`src/rtl/note_pkg.sv`:
```
// Shared definitions for the PS/2 note-key controller: the note scan-code table,
// the prefix bytes and the byte-parser states.
package note_pkg;

   localparam int NUM_NOTES = 22;

   localparam logic [7:0] BREAK_PREFIX = 8'hF0;
   localparam logic [7:0] EXT_PREFIX   = 8'hE0;

   localparam logic [7:0] NOTE_CODES [NUM_NOTES] = '{
      8'h0D, 8'h16, 8'h15, 8'h1E, 8'h1D, 8'h24, 8'h25, 8'h2D, 8'h2E, 8'h2C, 8'h36,
      8'h35, 8'h3C, 8'h3E, 8'h43, 8'h46, 8'h44, 8'h4D, 8'h4E, 8'h54, 8'h55, 8'h5B
   };

   typedef enum logic [1:0] {
      StIdle,
      StBrk,
      StExt,
      StExtBrk
   } parse_state_e;

   function automatic logic is_note_code(input logic [7:0] code);
      logic hit;
      hit = 1'b0;
      for (int i = 0; i < NUM_NOTES; i++) begin
         if (NOTE_CODES[i] == code) hit = 1'b1;
      end
      return hit;
   endfunction

endpackage

```
`src/rtl/note_key_stack.sv`:
```
// Age-ordered store of held note keys: slot 0 is the oldest, slot count-1 the newest.
// Unused slots are kept at zero so removal can shift uniformly.
module note_key_stack
   import note_pkg::*;
#(
   parameter int unsigned Depth = 4,
   localparam int unsigned CntW = $clog2(Depth + 1),
   localparam int unsigned IdxW = $clog2(Depth)
) (
   input  logic            i_clk,
   input  logic            i_rst_n,
   input  logic            i_clear,
   input  logic            i_make,
   input  logic            i_break,
   input  logic [7:0]      i_code,
   output logic [7:0]      o_newest,
   output logic [CntW-1:0] o_count,
   output logic            o_evict
);

   logic [7:0]      r_keys [Depth];
   logic [CntW-1:0] r_count;
   logic            r_evict;

   logic [7:0]      w_keys_next [Depth];
   logic [CntW-1:0] w_count_next;
   logic            w_evict_next;
   logic            w_hit;
   logic [IdxW-1:0] w_hit_idx;
   logic            w_full;
   logic [IdxW-1:0] w_newest_idx;

   // Membership query restricted to the occupied slots.
   always_comb begin
      w_hit     = 1'b0;
      w_hit_idx = '0;
      for (int i = 0; i < Depth; i++) begin
         if (!w_hit && (CntW'(i) < r_count) && (r_keys[i] == i_code)) begin
            w_hit     = 1'b1;
            w_hit_idx = IdxW'(i);
         end
      end
   end

   assign w_full = (r_count == CntW'(Depth));

   always_comb begin
      w_keys_next  = r_keys;
      w_count_next = r_count;
      w_evict_next = 1'b0;
      if (i_clear) begin
         for (int i = 0; i < Depth; i++) w_keys_next[i] = '0;
         w_count_next = '0;
      end else if (i_make && !w_hit) begin
         if (w_full) begin
            for (int i = 0; i < Depth - 1; i++) w_keys_next[i] = r_keys[i+1];
            w_keys_next[Depth-1] = i_code;
            w_evict_next         = 1'b1;
         end else begin
            w_keys_next[r_count[IdxW-1:0]] = i_code;
            w_count_next                   = r_count + 1'b1;
         end
      end else if (i_break && w_hit) begin
         // Close the gap left by the released key, keeping age order.
         for (int i = 0; i < Depth - 1; i++) begin
            if (IdxW'(i) >= w_hit_idx) w_keys_next[i] = r_keys[i+1];
         end
         w_keys_next[Depth-1] = '0;
         w_count_next         = r_count - 1'b1;
      end
   end

   always_ff @(posedge i_clk) begin
      if (!i_rst_n) begin
         for (int i = 0; i < Depth; i++) r_keys[i] <= '0;
         r_count <= '0;
         r_evict <= 1'b0;
      end else begin
         r_keys  <= w_keys_next;
         r_count <= w_count_next;
         r_evict <= w_evict_next;
      end
   end

   assign w_newest_idx = IdxW'(r_count - 1'b1);

   always_comb begin
      o_newest = 8'h00;
      if (r_count != '0) o_newest = r_keys[w_newest_idx];
   end

   assign o_count = r_count;
   assign o_evict = r_evict;

endmodule

```
`src/rtl/key_note_controller.sv`:
```
// PS/2 scan-code parser driving a last-note-priority held-key stack; outputs are
// registered from the stack state, so each accepted byte shows one cycle later.
module key_note_controller
   import note_pkg::*;
#(
   parameter int unsigned DEPTH = 4,
   localparam int unsigned CntW = $clog2(DEPTH + 1)
) (
   input  logic            Clk,
   input  logic            Reset_n,
   input  logic [7:0]      ScanCode,
   input  logic            ScanValid,
   input  logic            Clear,
   output logic [7:0]      KeyboardData,
   output logic            Enable,
   output logic [CntW-1:0] HeldCount,
   output logic            Evicted
);

   parse_state_e    r_state;
   parse_state_e    w_state_next;
   logic            w_make;
   logic            w_break;
   logic            w_is_note;

   logic [7:0]      w_newest;
   logic [CntW-1:0] w_count;
   logic            w_evict;

   logic [7:0]      r_kbd;
   logic            r_enable;
   logic [CntW-1:0] r_held;
   logic            r_evicted;

   assign w_is_note = is_note_code(ScanCode);

   always_comb begin
      w_state_next = r_state;
      w_make       = 1'b0;
      w_break      = 1'b0;
      if (Clear) begin
         w_state_next = StIdle;
      end else if (ScanValid) begin
         case (r_state)
            StIdle: begin
               if (ScanCode == BREAK_PREFIX) begin
                  w_state_next = StBrk;
               end else if (ScanCode == EXT_PREFIX) begin
                  w_state_next = StExt;
               end else begin
                  w_make = w_is_note;
               end
            end
            StBrk: begin
               w_break      = w_is_note;
               w_state_next = StIdle;
            end
            // Extended keys never sound; swallow the byte.
            StExt: begin
               w_state_next = (ScanCode == BREAK_PREFIX) ? StExtBrk : StIdle;
            end
            default: w_state_next = StIdle;
         endcase
      end
   end

   note_key_stack #(
      .Depth (DEPTH)
   ) u_stack (
      .i_clk    (Clk),
      .i_rst_n  (Reset_n),
      .i_clear  (Clear),
      .i_make   (w_make),
      .i_break  (w_break),
      .i_code   (ScanCode),
      .o_newest (w_newest),
      .o_count  (w_count),
      .o_evict  (w_evict)
   );

   always_ff @(posedge Clk) begin
      if (!Reset_n) begin
         r_state   <= StIdle;
         r_kbd     <= 8'h00;
         r_enable  <= 1'b0;
         r_held    <= '0;
         r_evicted <= 1'b0;
      end else begin
         r_state   <= w_state_next;
         r_kbd     <= w_newest;
         r_enable  <= (w_count != '0);
         r_held    <= w_count;
         r_evicted <= w_evict;
      end
   end

   assign KeyboardData = r_kbd;
   assign Enable       = r_enable;
   assign HeldCount    = r_held;
   assign Evicted      = r_evicted;

endmodule

```
`config.mk`:
```
export PLATFORM = sky130hd
export DESIGN_NAME = key_note_controller
export DESIGN_NICKNAME = d
export VERILOG_FILES = /design/src/rtl/note_pkg.sv /design/src/rtl/note_key_stack.sv /design/src/rtl/key_note_controller.sv
export SDC_FILE = /design/constraint.sdc
export NUM_CORES = 1
export LEC_CHECK = 0
export CORE_MARGIN = 2
export CORE_UTILIZATION = 58
export DETAILED_ROUTE_END_ITERATION = 6
export MAX_ROUTING_LAYER = met4
export PLACE_DENSITY = 0.8
export REMOVE_ABC_BUFFERS = 1
export SYNTH_ARGS = -nofsm -noshare
export SYNTH_HDL_FRONTEND = slang
export SYNTH_HIERARCHICAL = 1
export SYNTH_SLANG_ARGS = --single-unit
```
`constraint.sdc`:
```
create_clock -name Clk -period 3.7 [get_ports Clk]
set_clock_uncertainty 0.15 [all_clocks]
set_input_delay 0.74 -clock Clk [delete_from_list [all_inputs] [get_ports Clk]]
set_output_delay 0.74 -clock Clk [all_outputs]
set_load 0.02 [all_outputs]
```
==> run_results.csv, run 1 <==
group,metric,value,unit
die,ios,25,
hold_path,hold_start,"u_stack/o_evict",
drt,avgViaCountPerCell,6.210,
hold_path,hold_class,"reg2reg",
pwr,pwr-share-clk,34.4,%
logic_synthesis,ys_ff_latch,51,
placed_design,dp_cells,431,
logic_synthesis,synth.most_common_cell,"dfxtp_1",
pwr,powerDensity,277.7,nW/µm²
pwr,seqPwrFrac,56.2,%
sta,rsz0062_at_grt,"no",
logic_synthesis,ys_warn_count,6,
sta,fmax,290.7,MHz
clock_tree,max-clock-path-buffers,2,
drt,drc,0,
pwr,power_frac_comb,9.4,%
die,dieArea,5958,µm²
global_routing,antenna_found_initial,0,
drt,wl_met1,3.279,mm
logic_synthesis,synth_area_per_cell,9.164,µm²
clock_tree,cts.clk_slew.worst_paths,0.10,ns
clock_tree,cts_resized,0,
clock_tree,cts_setup_buffers,0,
pwr,vdd_drop_max,0.0002062,V
logic_synthesis,synth-async-reset-ratio,0,%
setup_path,cp.arrival,3.54,ns
logic_synthesis,synth_top_area_share,32.86,%
logic_synthesis,synthTopCellsByArea,"dfxtp_1, xnor2_1, mux4_2",
setup_path,worstPathMaxFanout,8,
clock_tree,ctsHoldBuffers,0,
drt,drtIter0Drc,366,
setup_path,rr_endpoint,"u_stack/o_count[2]",
logic_synthesis,synth_edf_count,0,
drt,wl,7.702,mm
layout,layout.cells.non_filler,439,
sta,final.period_utilization,92.99,%
layout,fin_util,68.57,%
clock_tree,root_buffer,"clkbuf_8",
layout,drive_above_1_share,15.18,%
sta,tightest_slew,0.7281,ns
die,rows,26,
die,initial_core_util,60.44,%
clock_tree,cts_tree,"done",
drt,dr.pass1.iters,5,
clock_tree,cts_max_level,2,
logic_synthesis,ys_top_cells_by_count,"dfxtp_1, a21oi_1, o21ai_0, xnor2_1, nand2_1",
clock_tree,cts_made_buffers,5,
drt,ant_nets,0,
drt,wl_met2,3.647,mm
clock_tree,clk_latency,0.31,ns
setup_path,reg2reg_depth,8,
pwr,internal_power,0.7300,mW
hold_path,hold_depth,1,
hold_path,whs_endpoint,"Evicted",
pwr,switching_share,25.42,%
logic_synthesis,synth_top_cell_by_area,"dfxtp_1",
die,core,5140,µm²
setup_path,worstSetupEndpointType,"flop",
drt,vias,2726,
placed_design,io_buffers,24,
die,die_height,77.19,µm
placed_design,hpwl,5.634,mm
sta,period_needed,3.441,ns
setup_path,r2r_start,"u_stack/o_count[1]",
drt,post_drt_wl_per_cell,17.54,µm
pwr,power.leakage,1.209,nW
drt,met3_length,547,µm
clock_tree,cts_sinks,51,
global_routing,grtUsageTotal,27.68,%
layout,n_fill_cell,425,
setup_path,r2r_slack,1.00,ns
global_routing,grt_pass1_wl,12.64,mm
layout,num_antenna_cells,0,
logic_synthesis,synth_area,3107,µm²
global_routing,grt_pass1_vias,2537,
setup_path,worst-setup-path-type,"in2reg",
global_routing,overflow,0,
job,maxCapViolCount,0,
layout,final_nets,385,
layout,flow.area_growth_from_synthesis,13.45,%
sta,slew_headroom,50.93,%
global_routing,grt_max_degree,28,
run_status,status,"completed",
pwr,power_switching,0.2489,mW
drt,top_layer_used,"met4",
sta,setup_viol,0,
logic_synthesis,synthDistinctLibCells,57,
logic_synthesis,synthCells,339,
placed_design,gp_congestion,0.9428,
sta,slew_viol_final,0,
logic_synthesis,ys.flop_type,"dfxtp_1",
die,fp.dieW,77.19,µm
setup_path,start_kind,"input port",
setup_path,required,3.80,ns
logic_synthesis,seq_area_frac_synth,32.86,%
sta,setup_tns,0,ns
sta,hold_violations,0,
pwr,p_total,0.9789,mW
metrics by stage:
stage	instance area (µm²)	setup slack [ns]	hold WS, ns
2_1_floorplan	2894	0.4047	0.2618
3_3_place_gp	3430	0.06177	0.2684
3_5_place_dp	3430	-0.04298	0.2895
4_1_cts	3525	0.2778	0.3142
5_1_grt	3525	0.04618	0.3464
6_report	3525	0.2595	0.3069
flip-flops by register name, indices dropped and copies added (netlist names):
| register | flops |
|---|---|
| HeldCount | 3 |
| u_stack/o_evict | 1 |
| Enable | 1 |
| KeyboardData | 8 |
| u_stack/r_keys | 32 |
| r_state | 2 |
| u_stack/o_count | 3 |
| Evicted | 1 |
final cells by class:
class                   count  area, µm²  area share, %
well taps                  70      87.58          2.485
clock buffers               5      68.82          1.952
inverters                   8      30.03         0.8520
clock inverters             3      26.28         0.7455
multi-input cells         253       1851          52.50
repair buffers             49      440.4          12.50
flip-flops and latches     51       1021          28.97
power groups by stage:
stage | Combinational [mW] | Clock, mW | Sequential [mW]
2_1_floorplan | 0.0385 | 0 | 0.563
3_3_place_gp | 0.0896 | 0 | 0.563
3_5_place_dp | 0.0914 | 0 | 0.563
4_1_cts | 0.0917 | 0.344 | 0.550
5_1_grt | 0.100 | 0.365 | 0.550
6_report | 0.0925 | 0.336 | 0.550
metal layers:
metal	GRT usage, %	vias to the layer above
met2	43.39	122
met3	4.706	19
met5	-	-
li1	-	1294
met4	11.25	0
met1	35.62	1291
worst max-delay path, cell delays in order:
cell             delay, ns
clkdlybuf4s50_1       0.53
mux2_2                0.32
nor3b_1               0.18
o311ai_0              0.16
a21oi_1               0.20
o31ai_1               0.13
or4_2                 0.64
buf_4                 0.17
and3_1                0.17
a31oi_1               0.16
a32o_1                0.14
worst max-delay path by stage:
| stage | start | end | depth (start not counted) |
|---|---|---|---|
| floorplan | ScanCode[1] | u_stack/r_keys[0] | 9 |
| CTS | ScanCode[3] | u_stack/o_count[2] | 11 |
| global route | ScanCode[3] | u_stack/r_keys[11] | 11 |
| detailed placement | ScanCode[3] | u_stack/o_count[2] | 11 |
| global placement | ScanCode[3] | u_stack/o_count[2] | 11 |
| finish | ScanCode[3] | u_stack/o_count[2] | 11 |
kinds of logic after synthesis:
logic type,count (synthesis),share of synthesized area [%]
AO/OA/AOI/OAI,95,20.18
buffers and inverters,35,7.813
XOR/XNOR,33,9.303
adder cells (fa/ha/maj),5,2.014
AND/OR/NAND/NOR,109,20.70
flip-flops,51,32.86
multiplexers,11,7.128
placed cells by master, fill, tap and decap left out, types with 5 or more instances in the layout:
master / instances
nand2b_1: 6
nand4_1: 6
dfxtp_1: 51
nand3b_1: 9
nor3_1: 7
nor2_1: 17
clkbuf_8: 5
ha_1: 5
and2_1: 13
mux4_2: 8
a21oi_1: 29
nor2b_1: 10
a22oi_1: 15
inv_1: 8
buf_4: 24
o21ai_0: 23
xor2_1: 10
xnor2_1: 23
a221oi_1: 8
nand2_1: 18
clkdlybuf4s50_1: 24
No activity file was read; power rests on OpenSTA's default activity.
==> inputs of run 2 (changes only) <==
--- a/config.mk
+++ b/config.mk
@@ -11,6 +11,7 @@
 export MAX_ROUTING_LAYER = met4
 export PLACE_DENSITY = 0.8
 export REMOVE_ABC_BUFFERS = 1
+export SLEW_MARGIN = 15
 export SYNTH_ARGS = -nofsm -noshare
 export SYNTH_HDL_FRONTEND = slang
 export SYNTH_HIERARCHICAL = 1
==> results of run 2 <==
No change in the layout: final DEF, timing and power equal those of run 1.
